## config.mk

```make
export PLATFORM = sky130hd
export DESIGN_NAME = axi4_lite_csr_bank_flat
export DESIGN_NICKNAME = d
export VERILOG_FILES = /design/src/rtl/axi4_lite_pkg.sv /design/src/rtl/axi4_lite_if.sv /design/src/rtl/axi4_lite_csr_cell.sv /design/src/rtl/axi4_lite_csr_bank.sv /design/src/flat_wrapper.sv
export SDC_FILE = /design/constraint.sdc
export NUM_CORES = 1
export LEC_CHECK = 0
export ABC_AREA = 1
export BUFFER_PORTS_ARGS = -buffer_cell sky130_fd_sc_hd__buf_4
export CORE_AREA = 2 2 660 662
export DETAILED_ROUTE_END_ITERATION = 16
export DIE_AREA = 0 0 662 664
export PLACE_DENSITY_LB_ADDON = 0.25
export SLEW_MARGIN = 25
export SYNTH_ARGS = -nofsm -noshare
export SYNTH_HDL_FRONTEND = slang
export SYNTH_SLANG_ARGS = --single-unit
```

## constraint.sdc

```tcl
create_clock -name aclk -period 2 [get_ports aclk]
set_input_delay 0 -clock aclk [delete_from_list [all_inputs] [get_ports aclk]]
set_output_delay 0 -clock aclk [all_outputs]
set_load 0.1 [all_outputs]
```

## src/rtl/axi4_lite_pkg.sv

```systemverilog
// Shared AXI4-Lite types and constants.
//   axi4_lite_cfg_t : bus configuration (A = address bits, N = data bytes, 4 or 8)
//   csr_mode_t      : per-register access mode of the CSR bank
//   OKAY/SLVERR/DECERR : B/R response codes
package axi4_lite_pkg;

  typedef struct packed {
    int unsigned A;
    int unsigned N;
  } axi4_lite_cfg_t;

  localparam axi4_lite_cfg_t Axi4LiteCfgDefault = '{A: 32'd16, N: 32'd4};

  typedef enum logic [1:0] {CSR_RW, CSR_RO, CSR_W1C, CSR_PULSE} csr_mode_t;

  localparam logic [1:0] OKAY   = 2'b00;
  localparam logic [1:0] SLVERR = 2'b10;
  localparam logic [1:0] DECERR = 2'b11;

endpackage

```

## src/rtl/axi4_lite_if.sv

```systemverilog
// AXI4-Lite bus bundle (AW/W/B/AR/R), no protection signals.
//   slave  modport : used by the CSR bank
//   master modport : used by an initiator
interface axi4_lite_if #(
  parameter axi4_lite_pkg::axi4_lite_cfg_t C = axi4_lite_pkg::Axi4LiteCfgDefault
);
  logic             awvalid;
  logic             awready;
  logic [C.A-1:0]   awaddr;
  logic             wvalid;
  logic             wready;
  logic [C.N*8-1:0] wdata;
  logic [C.N-1:0]   wstrb;
  logic             bvalid;
  logic             bready;
  logic [1:0]       bresp;
  logic             arvalid;
  logic             arready;
  logic [C.A-1:0]   araddr;
  logic             rvalid;
  logic             rready;
  logic [C.N*8-1:0] rdata;
  logic [1:0]       rresp;

  modport slave (
    input  awvalid, awaddr, wvalid, wdata, wstrb, bready, arvalid, araddr, rready,
    output awready, wready, bvalid, bresp, arready, rvalid, rdata, rresp
  );

  modport master (
    output awvalid, awaddr, wvalid, wdata, wstrb, bready, arvalid, araddr, rready,
    input  awready, wready, bvalid, bresp, arready, rvalid, rdata, rresp
  );
endinterface

```

## src/rtl/axi4_lite_csr_cell.sv

```systemverilog
// One CSR of the bank; behaviour fixed by Mode.
//   clk_i, rst_ni : clock, synchronous active-low reset
//   we_i          : write commit strobe for this register
//   wdata_i/wstrb_i : write data and byte strobes
//   hw_d_i        : hardware value (RO mode)
//   hw_set_i      : per-bit set pulses (W1C mode)
//   q_o           : current register value
module axi4_lite_csr_cell
  import axi4_lite_pkg::*;
#(
  parameter csr_mode_t          Mode   = CSR_RW,
  parameter int unsigned        Dw     = 32,
  parameter logic [Dw-1:0]      RstVal = '0
) (
  input  logic            clk_i,
  input  logic            rst_ni,
  input  logic            we_i,
  input  logic [Dw-1:0]   wdata_i,
  input  logic [Dw/8-1:0] wstrb_i,
  input  logic [Dw-1:0]   hw_d_i,
  input  logic [Dw-1:0]   hw_set_i,
  output logic [Dw-1:0]   q_o
);

  // RO registers hold a sampled copy of hw_d, which is 0 until first sampled.
  localparam logic [Dw-1:0] RstEff = (Mode == CSR_RO) ? '0 : RstVal;

  logic [Dw-1:0] mask;
  logic [Dw-1:0] q_d, q_q;

  always_comb begin
    mask = '0;
    for (int k = 0; k < Dw / 8; k++) mask[8*k +: 8] = {8{wstrb_i[k]}};
  end

  always_comb begin
    q_d = q_q;
    case (Mode)
      CSR_RW:    if (we_i) q_d = (q_q & ~mask) | (wdata_i & mask);
      CSR_RO:    q_d = hw_d_i;
      CSR_W1C: begin
        if (we_i) q_d = q_q & ~(wdata_i & mask);
        // Set is applied after the clear so a coincident hardware set wins.
        q_d = q_d | hw_set_i;
      end
      CSR_PULSE: q_d = we_i ? (wdata_i & mask) : '0;
      default:   q_d = q_q;
    endcase
  end

  always_ff @(posedge clk_i) begin
    if (!rst_ni) q_q <= RstEff;
    else         q_q <= q_d;
  end

  assign q_o = q_q;

endmodule

```

## src/rtl/axi4_lite_csr_bank.sv

```systemverilog
// AXI4-Lite slave register bank of 2**CLOG2_W registers, C.N bytes each.
//   aclk, aresetn : clock, synchronous active-low reset
//   axi4_s        : AXI4-Lite slave port
//   hw_d          : hardware values for RO registers
//   hw_set        : per-bit set pulses for W1C registers
//   reg_q         : current register contents
//   wr_stb        : pulse in the cycle after a register commits a write
//   rd_stb        : pulse on the AR handshake of an in-range read
module axi4_lite_csr_bank
  import axi4_lite_pkg::*;
#(
  parameter axi4_lite_cfg_t                     C       = Axi4LiteCfgDefault,
  parameter int unsigned                        CLOG2_W = 4,
  parameter csr_mode_t [2**CLOG2_W-1:0]         MODE    = '0,
  parameter logic [2**CLOG2_W-1:0][C.N*8-1:0]   RST_V   = '0
) (
  input  logic                                  aclk,
  input  logic                                  aresetn,
  axi4_lite_if.slave                            axi4_s,
  input  logic [2**CLOG2_W-1:0][C.N*8-1:0]      hw_d,
  input  logic [2**CLOG2_W-1:0][C.N*8-1:0]      hw_set,
  output logic [2**CLOG2_W-1:0][C.N*8-1:0]      reg_q,
  output logic [2**CLOG2_W-1:0]                 wr_stb,
  output logic [2**CLOG2_W-1:0]                 rd_stb
);

  localparam int unsigned W     = 2**CLOG2_W;
  localparam int unsigned Dw    = C.N * 8;
  localparam int unsigned Aw    = C.A;
  localparam int unsigned Off   = $clog2(C.N);
  localparam int unsigned IdxHi = CLOG2_W + Off;

  // Holds the ready outputs low until the first cycle after reset.
  logic ready_q;

  logic            aw_full_q, aw_full_d, w_full_q, w_full_d;
  logic [Aw-1:0]   aw_addr_q, aw_addr_d;
  logic [Dw-1:0]   w_data_q, w_data_d;
  logic [C.N-1:0]  w_strb_q, w_strb_d;
  logic            bvalid_q, bvalid_d, rvalid_q, rvalid_d;
  logic [1:0]      bresp_q, bresp_d, rresp_q, rresp_d;
  logic [Dw-1:0]   rdata_q, rdata_d;
  logic [W-1:0]    wr_stb_q, wr_stb_d;

  logic                aw_hs, w_hs, ar_hs, wr_go, wr_dec, wr_ro, rd_dec;
  logic [Aw-1:0]       wr_addr;
  logic [Dw-1:0]       wr_data;
  logic [C.N-1:0]      wr_strb;
  logic [CLOG2_W-1:0]  wr_idx, rd_idx;
  logic [W-1:0]        wr_sel;

  assign axi4_s.awready = ready_q & ~aw_full_q & ~bvalid_q;
  assign axi4_s.wready  = ready_q & ~w_full_q & ~bvalid_q;
  assign axi4_s.arready = ready_q & ~rvalid_q;
  assign axi4_s.bvalid  = bvalid_q;
  assign axi4_s.bresp   = bresp_q;
  assign axi4_s.rvalid  = rvalid_q;
  assign axi4_s.rdata   = rdata_q;
  assign axi4_s.rresp   = rresp_q;

  assign aw_hs = axi4_s.awvalid & axi4_s.awready;
  assign w_hs  = axi4_s.wvalid & axi4_s.wready;
  assign ar_hs = axi4_s.arvalid & axi4_s.arready;

  // A slot being filled this cycle counts as full, so the write commits at
  // the edge that completes the second handshake.
  assign wr_addr = aw_full_q ? aw_addr_q : axi4_s.awaddr;
  assign wr_data = w_full_q ? w_data_q : axi4_s.wdata;
  assign wr_strb = w_full_q ? w_strb_q : axi4_s.wstrb;
  assign wr_go   = (aw_full_q | aw_hs) & (w_full_q | w_hs) & ~bvalid_q;

  assign wr_idx = wr_addr[Off +: CLOG2_W];
  assign wr_dec = |wr_addr[Aw-1:IdxHi];
  assign wr_ro  = (MODE[wr_idx] == CSR_RO);
  assign rd_idx = axi4_s.araddr[Off +: CLOG2_W];
  assign rd_dec = |axi4_s.araddr[Aw-1:IdxHi];

  // Byte-offset address bits take no part in decode.
  logic unused_addr;
  assign unused_addr = ^{wr_addr[Off-1:0], axi4_s.araddr[Off-1:0]};

  always_comb begin
    wr_sel = '0;
    rd_stb = '0;
    if (wr_go && !wr_dec) wr_sel[wr_idx] = 1'b1;
    if (ar_hs && !rd_dec) rd_stb[rd_idx] = 1'b1;
  end

  always_comb begin
    aw_full_d = aw_full_q;
    aw_addr_d = aw_addr_q;
    w_full_d  = w_full_q;
    w_data_d  = w_data_q;
    w_strb_d  = w_strb_q;
    bvalid_d  = bvalid_q;
    bresp_d   = bresp_q;
    rvalid_d  = rvalid_q;
    rresp_d   = rresp_q;
    rdata_d   = rdata_q;
    wr_stb_d  = wr_ro ? '0 : wr_sel;
    if (wr_go) begin
      aw_full_d = 1'b0;
      w_full_d  = 1'b0;
      bvalid_d  = 1'b1;
      bresp_d   = wr_dec ? DECERR : (wr_ro ? SLVERR : OKAY);
    end else begin
      if (aw_hs) begin
        aw_full_d = 1'b1;
        aw_addr_d = axi4_s.awaddr;
      end
      if (w_hs) begin
        w_full_d = 1'b1;
        w_data_d = axi4_s.wdata;
        w_strb_d = axi4_s.wstrb;
      end
      if (axi4_s.bready) bvalid_d = 1'b0;
    end
    // Sampled before this edge's write lands, so a colliding read sees old data.
    if (ar_hs) begin
      rvalid_d = 1'b1;
      rresp_d  = rd_dec ? DECERR : OKAY;
      rdata_d  = rd_dec ? '0 : reg_q[rd_idx];
    end else if (axi4_s.rready) begin
      rvalid_d = 1'b0;
    end
  end

  always_ff @(posedge aclk) begin
    if (!aresetn) begin
      ready_q   <= 1'b0;
      aw_full_q <= 1'b0;
      aw_addr_q <= '0;
      w_full_q  <= 1'b0;
      w_data_q  <= '0;
      w_strb_q  <= '0;
      bvalid_q  <= 1'b0;
      bresp_q   <= OKAY;
      rvalid_q  <= 1'b0;
      rresp_q   <= OKAY;
      rdata_q   <= '0;
      wr_stb_q  <= '0;
    end else begin
      ready_q   <= 1'b1;
      aw_full_q <= aw_full_d;
      aw_addr_q <= aw_addr_d;
      w_full_q  <= w_full_d;
      w_data_q  <= w_data_d;
      w_strb_q  <= w_strb_d;
      bvalid_q  <= bvalid_d;
      bresp_q   <= bresp_d;
      rvalid_q  <= rvalid_d;
      rresp_q   <= rresp_d;
      rdata_q   <= rdata_d;
      wr_stb_q  <= wr_stb_d;
    end
  end

  assign wr_stb = wr_stb_q;

  for (genvar i = 0; i < W; i++) begin : g_cell
    axi4_lite_csr_cell #(
      .Mode   (MODE[i]),
      .Dw     (Dw),
      .RstVal (RST_V[i])
    ) u_cell (
      .clk_i    (aclk),
      .rst_ni   (aresetn),
      .we_i     (wr_sel[i]),
      .wdata_i  (wr_data),
      .wstrb_i  (wr_strb),
      .hw_d_i   (hw_d[i]),
      .hw_set_i (hw_set[i]),
      .q_o      (reg_q[i])
    );
  end

endmodule
```

## src/flat_wrapper.sv

```systemverilog
// flat-port wrapper written by rule: the top's interface ports become plain ports
module axi4_lite_csr_bank_flat import axi4_lite_pkg::*;
#(
  parameter axi4_lite_cfg_t                     C       = Axi4LiteCfgDefault,
  parameter int unsigned                        CLOG2_W = 4,
  parameter csr_mode_t [2**CLOG2_W-1:0]         MODE    = '0,
  parameter logic [2**CLOG2_W-1:0][C.N*8-1:0]   RST_V   = '0
)
  (aclk, aresetn, hw_d, hw_set, reg_q, wr_stb, rd_stb, axi4_s_awvalid, axi4_s_awaddr, axi4_s_wvalid, axi4_s_wdata, axi4_s_wstrb, axi4_s_bready, axi4_s_arvalid, axi4_s_araddr, axi4_s_rready, axi4_s_awready, axi4_s_wready, axi4_s_bvalid, axi4_s_bresp, axi4_s_arready, axi4_s_rvalid, axi4_s_rdata, axi4_s_rresp);
  axi4_lite_if #(.C(C)) axi4_s_i ();
  input  logic aclk;
  input  logic aresetn;
  input  logic [2**CLOG2_W-1:0][C.N*8-1:0] hw_d;
  input  logic [2**CLOG2_W-1:0][C.N*8-1:0] hw_set;
  output logic [2**CLOG2_W-1:0][C.N*8-1:0] reg_q;
  output logic [2**CLOG2_W-1:0] wr_stb;
  output logic [2**CLOG2_W-1:0] rd_stb;
  input wire logic [$bits(axi4_s_i.awvalid)-1:0] axi4_s_awvalid;
  input wire logic [$bits(axi4_s_i.awaddr)-1:0] axi4_s_awaddr;
  input wire logic [$bits(axi4_s_i.wvalid)-1:0] axi4_s_wvalid;
  input wire logic [$bits(axi4_s_i.wdata)-1:0] axi4_s_wdata;
  input wire logic [$bits(axi4_s_i.wstrb)-1:0] axi4_s_wstrb;
  input wire logic [$bits(axi4_s_i.bready)-1:0] axi4_s_bready;
  input wire logic [$bits(axi4_s_i.arvalid)-1:0] axi4_s_arvalid;
  input wire logic [$bits(axi4_s_i.araddr)-1:0] axi4_s_araddr;
  input wire logic [$bits(axi4_s_i.rready)-1:0] axi4_s_rready;
  output wire logic [$bits(axi4_s_i.awready)-1:0] axi4_s_awready;
  output wire logic [$bits(axi4_s_i.wready)-1:0] axi4_s_wready;
  output wire logic [$bits(axi4_s_i.bvalid)-1:0] axi4_s_bvalid;
  output wire logic [$bits(axi4_s_i.bresp)-1:0] axi4_s_bresp;
  output wire logic [$bits(axi4_s_i.arready)-1:0] axi4_s_arready;
  output wire logic [$bits(axi4_s_i.rvalid)-1:0] axi4_s_rvalid;
  output wire logic [$bits(axi4_s_i.rdata)-1:0] axi4_s_rdata;
  output wire logic [$bits(axi4_s_i.rresp)-1:0] axi4_s_rresp;
  assign axi4_s_i.awvalid = axi4_s_awvalid;
  assign axi4_s_i.awaddr = axi4_s_awaddr;
  assign axi4_s_i.wvalid = axi4_s_wvalid;
  assign axi4_s_i.wdata = axi4_s_wdata;
  assign axi4_s_i.wstrb = axi4_s_wstrb;
  assign axi4_s_i.bready = axi4_s_bready;
  assign axi4_s_i.arvalid = axi4_s_arvalid;
  assign axi4_s_i.araddr = axi4_s_araddr;
  assign axi4_s_i.rready = axi4_s_rready;
  assign axi4_s_awready = axi4_s_i.awready;
  assign axi4_s_wready = axi4_s_i.wready;
  assign axi4_s_bvalid = axi4_s_i.bvalid;
  assign axi4_s_bresp = axi4_s_i.bresp;
  assign axi4_s_arready = axi4_s_i.arready;
  assign axi4_s_rvalid = axi4_s_i.rvalid;
  assign axi4_s_rdata = axi4_s_i.rdata;
  assign axi4_s_rresp = axi4_s_i.rresp;
  axi4_lite_csr_bank #(.C(C), .CLOG2_W(CLOG2_W), .MODE(MODE), .RST_V(RST_V)) u_core (.aclk(aclk), .aresetn(aresetn), .axi4_s(axi4_s_i), .hw_d(hw_d), .hw_set(hw_set), .reg_q(reg_q), .wr_stb(wr_stb), .rd_stb(rd_stb));
endmodule
```

# Word-level counts from Yosys, hierarchy flattened
# Memories as Yosys holds them, arrays and structs flattened.
# Index checks and enable logic that the tools add are counted.
# Widths: inputs -> output; s select.
[op_classes]
n_bitwise = 52
multipliers = 0
shift = 0
mux = 21
n_lt_le_gt_ge = 4
n_div = 0
n_reduce_logical = 14
n_addsub = 0
eq_ne = 1
[ops]
columns = ["op", "n"]
rows = [
  ["$and 32x32->32", 17],
  ["$or 32x32->32", 16],
  ["$bmux 32 s4", 1],
  ["$mux 32", 3],
  ["$mux 16", 3],
  ["$not 32->32", 1],
  ["$reduce_or 10->1", 2],
  ["$and 1x1->1", 10],
  ["$lt 4x5->1 const B", 2],
  ["$demux 1 s4", 2],
  ["$ge 4x1->1 const B", 2],
  ["$mux 2", 4],
  ["$mux 1", 7],
  ["$not 1->1", 6],
  ["$logic_and 1x1->1", 4],
  ["$mux 4", 1],
  ["$reduce_and 2->1", 2],
  ["$reduce_bool 2->1", 2],
  ["$reduce_or 2->1", 2],
  ["$eq 2x1->1 const B", 1],
  ["$logic_not 1->1", 2],
  ["$or 1x1->1", 2],
]
[totals]
ram_bits = 0
rom_bits = 32
memories = 1
latchBits = 0
out_inout_bits = 585
inputBits = 1099
regBits = 621
[memory_table]
columns = ["name", "depth", "word_bits", "read_ports", "rd_ports_with_merged_regs", "wr", "line", "source"]
rows = [
  ["(no name shown)", 16, 2, 1, 0, 0, "axi4_lite_csr_bank.sv:74", "assign wr_ro = (MODE[wr_idx] == CSR_RO);"],
]

# Depth between registers and ports, before layout
# Gate-level depths: netlist (run 1).
[logic_depth]
depth_word = 9
depth_mapped = 12
mapped_depth_nobuf = 10

# By module
# From an unflattened synthesis (run 1), not the netlist that was laid out.
[unflattened]
cells_unflattened = 5347
hier_area_um2 = 30870.9
[modules_own_cells]
columns = ["mod", "cells_per_inst", "area_per_inst_um2", "instances"]
rows = [
  ["axi4_lite_csr_cell", 203, 1308.8, 16],
  ["axi4_lite_csr_bank", 2099, 9930.8, 1],
]

# Least setup slack after synthesis (run 1)
# OpenSTA, ideal clock, no wires.
[synth_path]
kind = "register to output"
start = "register u_core.rvalid_q (netlist: u_core.axi4_s.rvalid)"
end = "output port rd_stb[0]"
t_arrival_ps = 4347
required_ps = 2000
path_slack_ps = -2347
stages_incl_launch_ff = 7
path_cell_list = "dfxtp_1 > nor2_1 > nand4_1 > nor2_1 > clkbuf_1 > nand2_1 > nor2_1"
[synth_between]
elab_chain_cells = 5
[synth_lines]
columns = ["item", "line", "source"]
rows = [
  ["start: declaration", "axi4_lite_csr_bank.sv:40", "logic bvalid_q, bvalid_d, rvalid_q, rvalid_d;"],
  ["start signal: assignment", "axi4_lite_csr_bank.sv:151", "rvalid_q <= rvalid_d;"],
  ["$not 1->1", "axi4_lite_csr_bank.sv:54", "assign axi4_s.arready = ready_q & ~rvalid_q;"],
  ["$and 1x1->1", "axi4_lite_csr_bank.sv:54", ""],
  ["net axi4_s_arready", "flat_wrapper.sv:31", "output wire logic [$bits(axi4_s_i.arready)-1:0] axi4_s_arready;"],
  ["$and 1x1->1", "axi4_lite_csr_bank.sv:63", "assign ar_hs = axi4_s.arvalid & axi4_s.arready;"],
  ["$logic_and 1x1->1", "axi4_lite_csr_bank.sv:86", "if (ar_hs && !rd_dec) rd_stb[rd_idx] = 1'b1;"],
  ["$mux 16", "axi4_lite_csr_bank.sv:86", ""],
  ["end: declaration", "flat_wrapper.sv:17", "output logic [2**CLOG2_W-1:0] rd_stb;"],
]
# The timed path passes the listed nets, and every way through them passes these cells.

# Final worst setup path (run 1)
[layout_path]
start = "register u_core.ready_q"
end = "output port rd_stb[15]"
[layout_between]
elab_chain_cells = 4
[layout_lines]
columns = ["item", "line", "source"]
rows = [
  ["start: declaration", "axi4_lite_csr_bank.sv:34", "logic ready_q;"],
  ["start signal: assignment", "axi4_lite_csr_bank.sv:130", "ready_q <= 1'b0;"],
  ["start signal: assignment", "axi4_lite_csr_bank.sv:143", "ready_q <= 1'b1;"],
  ["$and 1x1->1", "axi4_lite_csr_bank.sv:54", ""],
  ["$and 1x1->1", "axi4_lite_csr_bank.sv:63", ""],
  ["$logic_and 1x1->1", "axi4_lite_csr_bank.sv:86", ""],
  ["$mux 16", "axi4_lite_csr_bank.sv:86", ""],
]
# Every way passes these cells.

==> out/qor.yml, run 1 <==
global_routing:
  first_global_vias: 33106
  grt_pass1_wl_um: 361600
  antenna_found_initial: 38
  overflow: 0
  grt_max_degree: 102
  track_usage: 0.1251
clock_tree:
  cts.path.max_buffers: 3
  htreeDepth: 3
  cts_tree: "built"
  root_buffer: "clkbuf_16"
  cts.clk_slew.worst_paths_ns: 0.07
  clock_sinks: 617
  clkLatencyLatePin_ns: 0.76
  cts_inserted_buffers: 88
final_layout:
  stdcell_count: 11315
  area_delta_synth_final_pct: 79.26
  layout.nets: 6606
  final_layout_size_suffix_gt1_frac: 0.2987
die:
  core_area_um2: 432700
  die_w_um: 662
  start_util: 0.06760
  ios: 1684
  dieArea_um2: 439600
  die_h_um: 664
  rows: 242
critical_path:
  criticalPathCategory: "register to output port"
  required_ns: 2.00
  worstPathArrival_ns: 2.47
  crit_fanout: 4
  r2r_cells: 16
  worst_setup_path_start_kind: "register"
  rrSetupSlack_ns: -0.30
  end_kind: "output port"
  reg2reg_from: "u_core.ready_q"
timing:
  max_freq_mhz: 404.4
  finalSetupViolCount: 557
  fin_crit_ns: 2.473
  max_slew_margin: 0.5486
  hold_violations: 0
  final.setup.worst_slack_ns: -0.4726
  tightest_slew_ns: 0.6771
  fin_worst_skew_ns: 0.07380
  fin_tns_setup_ns: -97.53
  slew_viol_final: 0
  finalCritPeriodShare: 1.236
  rsz0062_at_grt: "yes"
logic_synthesis:
  netlist_area_um2: 29250
  syn_inst: 4509
  ys_ff_latch: 617
  syn_avg_cell_area_um2: 6.487
  yosysWarnings: 0
  syn_nets: 5608
  seq_area_frac_synth: 0.4223
  synth_cell_types: 33
power:
  leakage_nw: 20.00
  p_total_mw: 34.29
  peakVddDrop_mv: 0.5552
  power_density_nw_per_um2: 653.9
routing:
  drt_iter0_markers: 2979
  avgViaCountPerCell: 3.127
  first_pass_iters: 5
  wl_per_cell_um: 25.58
  vias: 35383
  postRouteAntennaNets: 0
  wirelength_um: 289400
  drcViolationCount: 0
worst_hold_path:
  hold_depth: 4
  hold_path_startpoint: "axi4_s_awaddr[11]"
  hp-class: "input pin to register"
  min_to: "u_core.aw_addr_q[11]"
place:
  dpl.hpwl_um: 230500
  port_buffers: 655
  gp_congestion: 0.8359
  place_inst: 11004
  place_ws_ns: -0.4110
run_status:
  failed_checks: "setup timing"
  status: "complete, but fails checks"
flow_run:
  max-cap-violations: 0
cells in the mapped netlist:
library cell / instances / area, um^2
clkinv_1: 1 / 3.750
nand3_4: 14 / 245.2
buf_1: 65 / 244.0
nand3b_4: 1 / 20.02
mux2i_1: 32 / 320.3
nor3_1: 2 / 10.01
a21oi_1: 52 / 260.3
nor3b_1: 2 / 15.01
nand2_2: 2 / 12.51
dfxtp_1: 617 / 12350
o21ai_0: 73 / 365.4
nand3_1: 568 / 2843
nand4_1: 70 / 437.9
nand3_2: 2 / 20.02
nand2_8: 1 / 20.02
buf_6: 16 / 180.2
o21a_1: 1 / 7.510
o21bai_2: 1 / 11.26
nand2_1: 1355 / 5086
clkbuf_1: 139 / 521.8
o21ai_1: 4 / 20.02
nand3b_1: 1 / 7.510
inv_2: 6 / 22.52
a211oi_1: 1 / 7.510
buf_2: 41 / 205.2
nor2_2: 49 / 306.5
and2_0: 1 / 6.260
o21ai_4: 4 / 65.06
nor2_4: 32 / 360.4
nor2_1: 1241 / 4658
buf_4: 48 / 360.4
a31oi_1: 1 / 6.260
inv_1: 66 / 247.7
power breakdown:
group          internal [mW]  switching [mW]  leakage [nW]  total [mW]
registers               12.4          0.0848          4.98        12.5
clock network           9.86            7.29          1.48        17.1
logic                   1.43            3.24          13.5        4.67
total                   23.7            10.6          20.0        34.3
per-layer routing:
layer	global-route usage	vias to the layer above	part of all wire	wire [um]
met1	0.1558	17496	0.42	121500
li1	-	16326	-	-
met2	0.1983	1262	0.44	128000
met3	0.04457	289	0.092	26720
met4	0.04232	10	0.046	13180
met5	0	-	0.00024	69
through the flow:
stage               hold WS, ns    util  cell area (um^2)
finish                  0.05818  0.1212             52430
global route            0.07959  0.1212             52430
global placement         0.2632  0.1062             45950
detailed placement       0.2649  0.1062             45950
CTS                    0.001902  0.1180             51050
floorplan               0.02772       -             29450
placed cells by master (no fill, tap or decap), types with 6 or more instances in the layout:
master,n
clkinv_2,13
clkbuf_16,101
o21ai_0,71
inv_1,58
a21oi_1,47
nand2_2,20
nor2_1,1200
nor2_4,94
nand3_1,421
mux2i_4,32
clkbuf_8,19
buf_4,874
clkinvlp_4,6
bufinv_16,7
nand3_4,23
dfxtp_1,612
inv_2,6
dlygate4sd3_1,70
buf_6,26
nand3_2,140
buf_12,221
nor2_2,28
nand4_1,70
diode_2,7
buf_16,9
nand2_1,1331
clkbuf_1,16
cell type report:
| class | count | area, um^2 |
|---|---|---|
| clock buffers | 124 | 2549 |
| repair buffers | 1216 | 12590 |
| well taps | 5734 | 7174 |
| inverters | 73 | 300.3 |
| diodes | 7 | 17.52 |
| flip-flops and latches | 617 | 12370 |
| repair inverters | 1 | 5.005 |
| fillers | 50058 | 380300 |
| multi-input cells | 3510 | 16940 |
| clock inverters | 33 | 495.5 |
worst max-delay path by stage:
stage                         startpoint                     end  slack (ns)  cells past startpoint
CTS                       u_core.ready_q              rd_stb[15]       -0.58                     10
finish                    u_core.ready_q              rd_stb[15]       -0.47                     10
global placement        axi4_s_araddr[2]  u_core.axi4_s.rdata[5]       -0.41                     13
detailed placement      axi4_s_araddr[2]  u_core.axi4_s.rdata[3]       -0.41                     13
floorplan           u_core.axi4_s.rvalid               rd_stb[0]       -0.19                      6
global route              u_core.ready_q               rd_stb[1]       -0.58                     10
worst max-delay path, cell delays in order, from the launching register on:
cell and delay [ns]:
dfxtp_4 0.36, inv_4 0.05, nor2_4 0.20, nand4_1 0.17, nor2_4 0.14, buf_12 0.14
buf_12 0.11, nand2_8 0.05, buf_6 0.14, nor2_4 0.17, buf_12 0.20
cell families after synthesis:
group,Yosys count,share of synthesized area
AND/OR/NAND/NOR,3341,0.4803
flip-flops,617,0.4223
AO/OA/AOI/OAI,137,0.02541
buffers and inverters,382,0.06104
multiplexers,32,0.01095
what timing repair did:
item | in CTS | in global routing
setup endpoints to repair | 555 | 569
endpoints found under the hold margin | 614 | 0
gates cloned | 11 | 17
hold buffers | 70 | 0
pin swaps | 43 | 122
gates resized for setup | 149 | 215
setup buffers | 42 | 18
(Power assumes the default switching activity.)
==> inputs of run 2 (changes only) <==
--- a/config.mk
+++ b/config.mk
@@ -15,3 +15,4 @@
 export SYNTH_ARGS = -nofsm -noshare
 export SYNTH_HDL_FRONTEND = slang
 export SYNTH_SLANG_ARGS = --single-unit
+export TNS_END_PERCENT = 10
==> out/qor.yml, run 2 (synthesized netlist as in run 1, its figures left out) <==
run_status:
  status: "complete, but fails checks"
  failed_checks: "setup timing"
routing:
  drcViolationCount: 0  # unchanged
  avgViaCountPerCell: 3.097  # -0.95%
  postRouteAntennaNets: 0  # unchanged
  first_pass_iters: 5  # unchanged
  vias: 34990  # -1.1%
  drt_iter0_markers: 3125  # +4.9%
  wl_per_cell_um: 25.22  # -1.4%
  wirelength_um: 284900  # -1.6%
clock_tree:
  cts_inserted_buffers: 88  # unchanged
  cts_tree: "built"
  clock_sinks: 617  # unchanged
  cts.path.max_buffers: 3  # unchanged
  clkLatencyLatePin_ns: 0.75  # about the same
  cts.clk_slew.worst_paths_ns: 0.07  # about the same
  htreeDepth: 3  # unchanged
  root_buffer: "clkbuf_16"
global_routing:
  antenna_found_initial: 34  # -11%
  grt_max_degree: 102  # unchanged
  track_usage: 0.1245  # -0.0005468
  first_global_vias: 32885  # -0.67%
  overflow: 0  # unchanged
  grt_pass1_wl_um: 359900  # -0.47%
timing:
  finalCritPeriodShare: 1.237  # about the same
  final.setup.worst_slack_ns: -0.4738  # -0.001182 ns
  fin_crit_ns: 2.474  # +0.001182 ns
  max_slew_margin: 0.5456  # -0.002983
  fin_worst_skew_ns: 0.07255  # -0.001242 ns
  fin_tns_setup_ns: -80.98  # +16.54 ns
  hold_violations: 0  # unchanged
  hold_slack_ns: 0.07549  # +0.01730 ns
  tightest_slew_ns: 0.6816  # +0.004475 ns
  max_freq_mhz: 404.2  # about the same
  rsz0062_at_grt: "yes"
  slew_viol_final: 0  # unchanged
  finalSetupViolCount: 553  # -0.72%
worst_hold_path:
  hp-class: "input pin to register"
final_layout:
  layout_commonest_cell: "nand2_1"
  layout_common_cells: "nand2_1, nor2_1, buf_4, dfxtp_1, nand3_1"
  stdcell_count: 11297  # -0.16%
  fin_area_um2: 51520  # -1.7%
  final.fill_count: 50124  # +0.13%
  layout.nets: 6584  # -0.33%
  area_delta_synth_final_pct: 76.13
  multiInputGateArea_um2: 16500  # -2.6%
  seq_area_um2: 12370  # unchanged
  final_layout_size_suffix_gt1_frac: 0.2819  # -0.01683
critical_path:
  worstPathCellList: "inv_4 -> nor2_4 -> nand4_1 -> nor2_4 -> buf_12 -> buf_12 -> nand2_8 -> buf_6 -> nor2_4 -> buf_12"
  worstPathArrival_ns: 2.47  # about the same
  crit_fanout: 4  # unchanged
  slowest_delay_ns: 0.36  # about the same
  crit_family: "simple AND/OR/NAND/NOR gates"
  criticalPathCategory: "register to output port"
  worst_setup_path_start_kind: "register"
  cp_slowest_cell: "dfxtp_4"
  end_kind: "output port"
  path_buf_inv: 5  # unchanged
  required_ns: 2.00  # about the same
power:
  peakVddDrop_mv: 0.5546  # -0.10%
  pwr-share-seq: 0.365  # about the same
  switchingPower_mw: 10.54  # -0.65%
  p_clk_frac: 0.501  # about the same
  combPwrFrac: 0.134  # -0.002
  swShare: 0.3081  # -0.001299
  p_total_mw: 34.21  # -0.23%
  power_density_nw_per_um2: 664.0  # +1.5%
  leakage_nw: 19.83  # -0.80%
  p_int_mw: 23.67  # about the same
place:
  dpl.hpwl_um: 230500  # unchanged
  port_buffers: 655  # unchanged
  dpl_cell_area_um2: 45950  # unchanged
  gp_congestion: 0.8359  # unchanged
  place_inst: 11004  # unchanged
die:
  start_util: 0.06760  # unchanged
  core_area_um2: 432700  # unchanged
  rows: 242  # unchanged
  die_h_um: 664  # unchanged
  die_w_um: 662  # unchanged
  ios: 1684  # unchanged
  dieArea_um2: 439600  # unchanged
flow_run:
  max-cap-violations: 0  # unchanged
==> run 2: changes by cell type in the layout (fill, tap and decap cells not counted), sizes merged <==
| cell | before | now |
|---|---|---|
| buf | 1134 | 1120 |
| clkbuf | 136 | 129 |
| diode | 7 | 11 |
| clkinvlp | 7 | 5 |
| inv | 73 | 74 |
==> run 2: layer usage <==
layer | global-route usage | part of all wire | wire [um]
met2 | 0.1989 | 0.45 | 127700
met5 | 0 | 0.00019 | 54
met3 | 0.04372 | 0.088 | 25030
met1 | 0.1558 | 0.43 | 121100
met4 | 0.03817 | 0.039 | 11060
==> run 2: timing repair <==
item                                    in CTS  in global routing
hold buffers                                70                  0
buffers inserted                            26                 22
gates resized for setup                    124                129
endpoints found under the setup margin     555                568
gates cloned                                 7                  5
pin swaps                                   39                179
endpoints found under the hold margin      614                  0
==> run 2: worst register-to-register path, stage by stage, from the launching register on <==
cell       delay, ns
dfxtp_4         0.36
buf_4           0.11
buf_8           0.11
nand2_4         0.07
o21bai_4        0.16
nand2_2         0.09
nor2_4          0.11
buf_12          0.14
nand2_8         0.07
buf_12          0.13
buf_4           0.14
nor2_4          0.26
clkbuf_16       0.29
nand3_1         0.09
nand2_1         0.08
nor2_1          0.04
==> run 2: worst paths after layout <==
path | from | endpoint | slack, ns | depth (start not counted)
worst min register to register | u_core.w_strb_q[2] | u_core.w_strb_q[2] | 0.45 | 2
worst min-delay path | axi4_s_wdata[8] | u_core.w_data_q[8] | 0.08 | 4
worst max-delay path | u_core.ready_q | rd_stb[15] | -0.47 | 10
worst max register to register | u_core.ready_q | register | -0.35 | 15
==> run 2: metrics by stage <==
stage               worst slack, ns    util
floorplan                   -0.1914       -
global placement            -0.4137  0.1062
detailed placement          -0.4110  0.1062
CTS                         -0.5782  0.1170
global route                -0.5806  0.1191
finish                      -0.4738  0.1191
==> run 2: cell type report <==
| type | count | share of cell area |
|---|---|---|
| Tap cell | 5734 | 0.1393 |
| Clock inverter | 33 | 0.009618 |
| Timing Repair Buffer | 1195 | 0.2351 |
| Inverter | 73 | 0.005756 |
| Sequential cell | 617 | 0.2401 |
| Clock buffer | 124 | 0.04947 |
| Antenna cell | 11 | 0.0005343 |
| Multi-Input combinational cell | 3510 | 0.3202 |
==> run 2: power groups by stage <==
stage	clock [mW]	sequential [mW]	combinational, mW
after floorplan	0	12.8	1.68
after detailed placement	0	12.7	4.31
after global routing	17.9	12.5	4.78
after CTS	17.6	12.5	4.51
final	17.2	12.5	4.59
after global placement	0	12.7	4.33
